### config.mk
export PLATFORM = sky130hd
export DESIGN_NAME = fft_seq_multiplier_flat
export DESIGN_NICKNAME = d
export VERILOG_FILES = /design/src/rtl/fft_seq_multiplier_if.sv /design/src/rtl/fft_seq_multiplier.sv /design/src/flat_wrapper.sv
export SDC_FILE = /design/constraint.sdc
export NUM_CORES = 1
export LEC_CHECK = 0
export BUFFER_PORTS_ARGS = -buffer_cell sky130_fd_sc_hd__buf_2
export CAP_MARGIN = 20
export CORE_MARGIN = 1.5
export CORE_UTILIZATION = 40
export CTS_BUF_LIST = sky130_fd_sc_hd__clkbuf_4 sky130_fd_sc_hd__clkbuf_8
export CTS_CLUSTER_DIAMETER = 80
export CTS_CLUSTER_SIZE = 14
export DETAILED_ROUTE_END_ITERATION = 12
export SLEW_MARGIN = 30
export SYNTH_ARGS = -nofsm -noshare
export SYNTH_HDL_FRONTEND = slang
export SYNTH_SLANG_ARGS = --single-unit
### constraint.sdc
create_clock -name clk -period 3 [get_ports clk]
set_clock_uncertainty 0.1 [all_clocks]
set_input_delay 0.6 -clock clk [delete_from_list [all_inputs] [get_ports clk]]
set_output_delay 0.6 -clock clk [all_outputs]
set_load 0.01 [all_outputs]
### src/rtl/fft_seq_multiplier_if.sv
// fft_seq_multiplier_if: request/operand/result bundle between butterfly controller and multiplier
interface fft_seq_multiplier_if #(parameter int W = 8);
    logic                MULEN;
    logic signed [W-1:0] c;
    logic signed [W-1:0] d;
    logic signed [W-1:0] product;
    logic                reg_MUL;
    logic                busy;
    logic                sat;
    modport master (output MULEN, c, d, input product, reg_MUL, busy, sat);
    modport slave  (input MULEN, c, d, output product, reg_MUL, busy, sat);
endinterface

### src/rtl/fft_seq_multiplier.sv
// fft_seq_multiplier: radix-2 Booth shift-add multiplier with rounding, saturation and post-result hold-off
module fft_seq_multiplier #(
    parameter int W       = 8,
    parameter int FRAC    = 0,
    parameter int HOLDOFF = 1
) (
    input logic clk,
    input logic rst,
    fft_seq_multiplier_if.slave bus
);
    localparam int CW = $clog2((W > HOLDOFF ? W : HOLDOFF) + 1);
    localparam logic signed [2*W:0] HALF = (2*W+1)'((1 << FRAC) >> 1);
    localparam logic signed [2*W:0] PMAX = (2*W+1)'((1 << (W-1)) - 1);
    localparam logic signed [2*W:0] PMIN = -PMAX - 1;

    typedef enum logic [1:0] {IDLE, BUSY, DONE, COOL} state_t;

    state_t              state;
    logic [CW-1:0]       cnt;
    logic signed [W:0]   acc;
    logic signed [W:0]   mcand;
    logic [W-1:0]        q;
    logic                q_1;
    logic signed [W:0]   sum;
    logic signed [2*W-1:0] raw;
    logic signed [2*W:0] rnd;
    logic signed [2*W:0] scaled;
    logic                hi;
    logic                lo;
    logic [W-1:0]        res;

    always_comb begin
        sum    = (q[0] && !q_1) ? acc - mcand : (!q[0] && q_1) ? acc + mcand : acc;
        raw    = {acc[W-1:0], q};
        rnd    = {raw[2*W-1], raw} + HALF;
        scaled = rnd >>> FRAC;
        hi     = scaled > PMAX;
        lo     = scaled < PMIN;
        res    = hi ? PMAX[W-1:0] : lo ? PMIN[W-1:0] : scaled[W-1:0];
    end

    always_ff @(posedge clk or negedge rst) begin
        if (!rst) begin
            state       <= IDLE;
            cnt         <= '0;
            acc         <= '0;
            mcand       <= '0;
            q           <= '0;
            q_1         <= 1'b0;
            bus.product <= '0;
            bus.reg_MUL <= 1'b0;
            bus.busy    <= 1'b0;
            bus.sat     <= 1'b0;
        end else begin
            case (state)
                IDLE: if (bus.MULEN) begin
                    state    <= BUSY;
                    bus.busy <= 1'b1;
                    cnt      <= '0;
                    acc      <= '0;
                    mcand    <= {bus.c[W-1], bus.c};
                    q        <= bus.d;
                    q_1      <= 1'b0;
                end
                BUSY: if (!bus.MULEN) begin
                    state    <= IDLE;
                    bus.busy <= 1'b0;
                end else if (cnt == CW'(W)) begin
                    state       <= DONE;
                    bus.product <= res;
                    bus.sat     <= hi | lo;
                    bus.reg_MUL <= 1'b1;
                end else begin
                    // arithmetic shift of {acc,q,q_1} after the add/sub
                    {acc, q, q_1} <= {sum[W], sum, q};
                    cnt           <= cnt + 1'b1;
                end
                DONE: begin
                    state       <= COOL;
                    bus.reg_MUL <= 1'b0;
                    cnt         <= '0;
                end
                COOL: if (cnt == CW'(HOLDOFF - 1)) begin
                    state    <= IDLE;
                    bus.busy <= 1'b0;
                end else begin
                    cnt <= cnt + 1'b1;
                end
                default: state <= IDLE;
            endcase
        end
    end
endmodule

### src/flat_wrapper.sv
// flat-port wrapper written by rule: the top's interface ports become plain ports
module fft_seq_multiplier_flat 
#(
    parameter int W       = 8,
    parameter int FRAC    = 0,
    parameter int HOLDOFF = 1
)
  (clk, rst, bus_MULEN, bus_c, bus_d, bus_product, bus_reg_MUL, bus_busy, bus_sat);
  fft_seq_multiplier_if #(.W(W)) bus_i ();
  input logic clk;
  input logic rst;
  input wire logic [$bits(bus_i.MULEN)-1:0] bus_MULEN;
  input wire logic [$bits(bus_i.c)-1:0] bus_c;
  input wire logic [$bits(bus_i.d)-1:0] bus_d;
  output wire logic [$bits(bus_i.product)-1:0] bus_product;
  output wire logic [$bits(bus_i.reg_MUL)-1:0] bus_reg_MUL;
  output wire logic [$bits(bus_i.busy)-1:0] bus_busy;
  output wire logic [$bits(bus_i.sat)-1:0] bus_sat;
  assign bus_i.MULEN = bus_MULEN;
  assign bus_i.c = bus_c;
  assign bus_i.d = bus_d;
  assign bus_product = bus_i.product;
  assign bus_reg_MUL = bus_i.reg_MUL;
  assign bus_busy = bus_i.busy;
  assign bus_sat = bus_i.sat;
  fft_seq_multiplier #(.W(W), .FRAC(FRAC), .HOLDOFF(HOLDOFF)) u_core (.clk(clk), .rst(rst), .bus(bus_i));
endmodule
==> metrics.cfg <==
[run_status]
status = finished clean

[worst_setup_path]
slowest_delay_ns = 0.45
r2r_cells = 10
cp.required_ns = 3.13
path_buf_inv = 2
crit_cells = 10
cp_slowest_cell = dfrtp_1
cp_max_fo = 6
cp_data_arrival_time_ns = 2.69
crit_type = reg -> reg
worstPathCellList = inv_1, ha_1, inv_1, fa_1, a211oi_2, nor2_1, or3_4, a2111oi_4, a21oi_1, o211ai_2
cp-end-kind = register
worstSetupStartpointType = register
critical_path.top_delay_family = compound AO/OA/AOI/OAI gates
cpMostUsedCell = inv_1

[timing]
drv_slew = 0
tightest_slew_ns = 0.562
clock.fmax_ghz = 0.392
rsz0062_at_grt = no
period_needed_ns = 2.55
slew_headroom_pct = 62.5
setup_viol = 0
post-route-period-util_pct = 85.1
hold_viol = 0
setup_tns_ns = 0

[grt]
grt_start_max_net_pins = 43
grt_pass1_wl_um = 9850
antenna_found_initial = 0
grt_usage_pct = 17.2
grt_pass1_vias = 2112
grt-ovfl-total = 0

[power]
ir_drop_uv = 484
p_leak_nw = 1.43
p_per_area_nw_per_um2 = 1140
power_mw = 3.37

[floorplan]
core-area_um2 = 6350
die_x_um = 83.9
die-area_um2 = 7040
rows = 29
start_util_pct = 41.2
fp.dieH_um = 83.9
ioPinCount = 30

[logic_synthesis]
synthArstFlopShare_pct = 100
ys.flop_type = dfrtp_1
syn_avg_cell_area_um2 = 8.93
synth_cell_types = 45
synth-edff-count = 0
syn_inst = 293
syn_nets = 332
yosysWarnings = 0
synthesis.area_um2 = 2620
synth.ff_latch_count = 42
yosysSeqAreaShare_pct = 40.2

[finish]
n_fill_cell = 641
syn2layout_area_growth_pct = 12.5
drive_gt1_share_pct = 16.0
finalNonFillerCells = 403
nets = 364
antenna_cells = 0

[routing]
drt-initial-drc-count = 158
routedWlPerCell_um = 14.1
vias = 2155
routed_via_density = 5.35
drc = 0
dr.pass1.iters = 4
wl_um = 5670
postRouteAntennaNets = 0

[clock_network]
clkSinkCount = 42
cts_hold_buf = 0
cts_tree = built
cts_setup_buffers = 0
clk_pin_slew_worst_paths_ns = 0.09
htree_levels = 2
clk_latency_ns = 0.30
cts-resized-gates = 0
cts.path.max_buffers = 2
ctsRootBufferMaster = clkbuf_8
cts_buffers = 5

[job]
cap_violations = 0

[place]
portBuffers = 29
dp.final_hpwl_um = 4090
dp.cells = 395
routabilityCongestion = 0.832

[hold_path]
worst_hold_path_type = in -> async

-- through the flow --
step	hold slack [ns]	util [%]	setup slack [ns]	area [um2]
CTS	0.197	46.4	0.450	2950
finish	0.173	46.4	0.448	2950
floorplan	0.204	-	0.597	2620
global route	0.218	46.4	0.277	2950
detailed placement	0.371	45.0	0.487	2860
global placement	0.361	44.9	0.495	2850
-- synth_stat cells (all sizes together), types with 3 or more instances --
master	instances	area share, %
mux2i	8	3.1
a31oi	3	0.72
nor2b	6	1.4
o22ai	3	0.72
a22o	3	1.0
nor3	7	1.3
dfrtp	42	40
a211oi	5	1.8
o21a	3	0.86
buf	3	0.81
a21o	4	1.1
nor2	13	1.9
inv	20	2.9
xnor2	5	1.7
nand2b	5	1.2
nand2	41	5.9
nand4	3	0.72
nand3	5	0.96
ha	18	8.6
clkbuf	6	0.86
o21ai	50	9.6
a21oi	14	2.7
or3	3	0.91
-- registers in the layout, summed over array words and instances, names as in the netlist, named ones only --
signal,cells
u_core.q,8
u_core.bus.reg_MUL,1
u_core.mcand,8
u_core.bus.sat,1
u_core.bus.busy,1
u_core.cnt,4
u_core.state,1
u_core.bus.product,8
u_core.acc,8
u_core.q_1,1
-- per-layer routing --
layer  wire length [um]  vias up  GRT usage (%)
met2               2780       37           28.1
li1                   -     1098              -
met1               2690     1016           23.1
met3                151        4           3.26
met5                  0        -              0
met4                 50        0           5.51
-- kinds of logic (layout without fill, tap and decap cells) --
| family | count (synthesis) | count (layout) | synth area share (%) |
|---|---|---|---|
| xor+xnor | 7 | 7 | 2.34 |
| flops | 42 | 42 | 40.2 |
| compound gates | 99 | 99 | 23.9 |
| buf+inv | 29 | 62 | 4.54 |
| simple gates | 86 | 86 | 15.0 |
| mux | 10 | 10 | 3.92 |
| fa+ha+maj | 20 | 20 | 10.1 |
-- where the power goes --
| part | switching, mW | internal, mW | total (mW) |
|---|---|---|---|
| combinational | 1.13 | 0.841 | 1.97 |
| sequential | 0.243 | 0.779 | 1.02 |
| clock | 0.215 | 0.164 | 0.379 |
-- final cells by class --
cell class	count	area, um2	area share, %
inverter	20	75.1	2.55
clock inverter	3	21.3	0.722
clock buffer	5	68.8	2.34
sequential	42	1050	35.7
multi-input combinational	222	1450	49.2
tap	77	96.3	3.27
timing repair buffer	34	185	6.29
-- layout by cell type, fill, tap and decap left out, types with 7 or more instances in the layout --
master   instances
dfrtp_1         42
inv_1           18
buf_2           28
nand2_1         41
a21oi_1         14
nor2_1          13
o21ai_1         34
o21ai_0         16
nor3_1           7
mux2i_1          8
ha_1            18
-- final timing paths --
| kind | endpoint | from | slack (ns) |
|---|---|---|---|
| max in group asynchronous | u_core.mcand[4] | rst | 2.23 |
| min in group clk | u_core.bus.product[2] | u_core.bus.product[2] | 0.38 |
| max reg2reg | u_core.acc[7] | u_core.acc[0] | 0.45 |
| min reg2reg | u_core.bus.product[2] | u_core.bus.product[2] | 0.38 |
| min | u_core.bus.product[4] | rst | 0.17 |
| max | u_core.acc[7] | u_core.acc[0] | 0.45 |
-- worst register-to-register path, cell delays in order (launching register included) --
cell	delay, ns
dfrtp_1	0.45
inv_1	0.08
ha_1	0.15
inv_1	0.05
fa_1	0.42
a211oi_2	0.20
nor2_1	0.10
or3_4	0.36
a2111oi_4	0.34
a21oi_1	0.08
o211ai_2	0.15
Note: power is estimated with default switching activity, not from simulation.
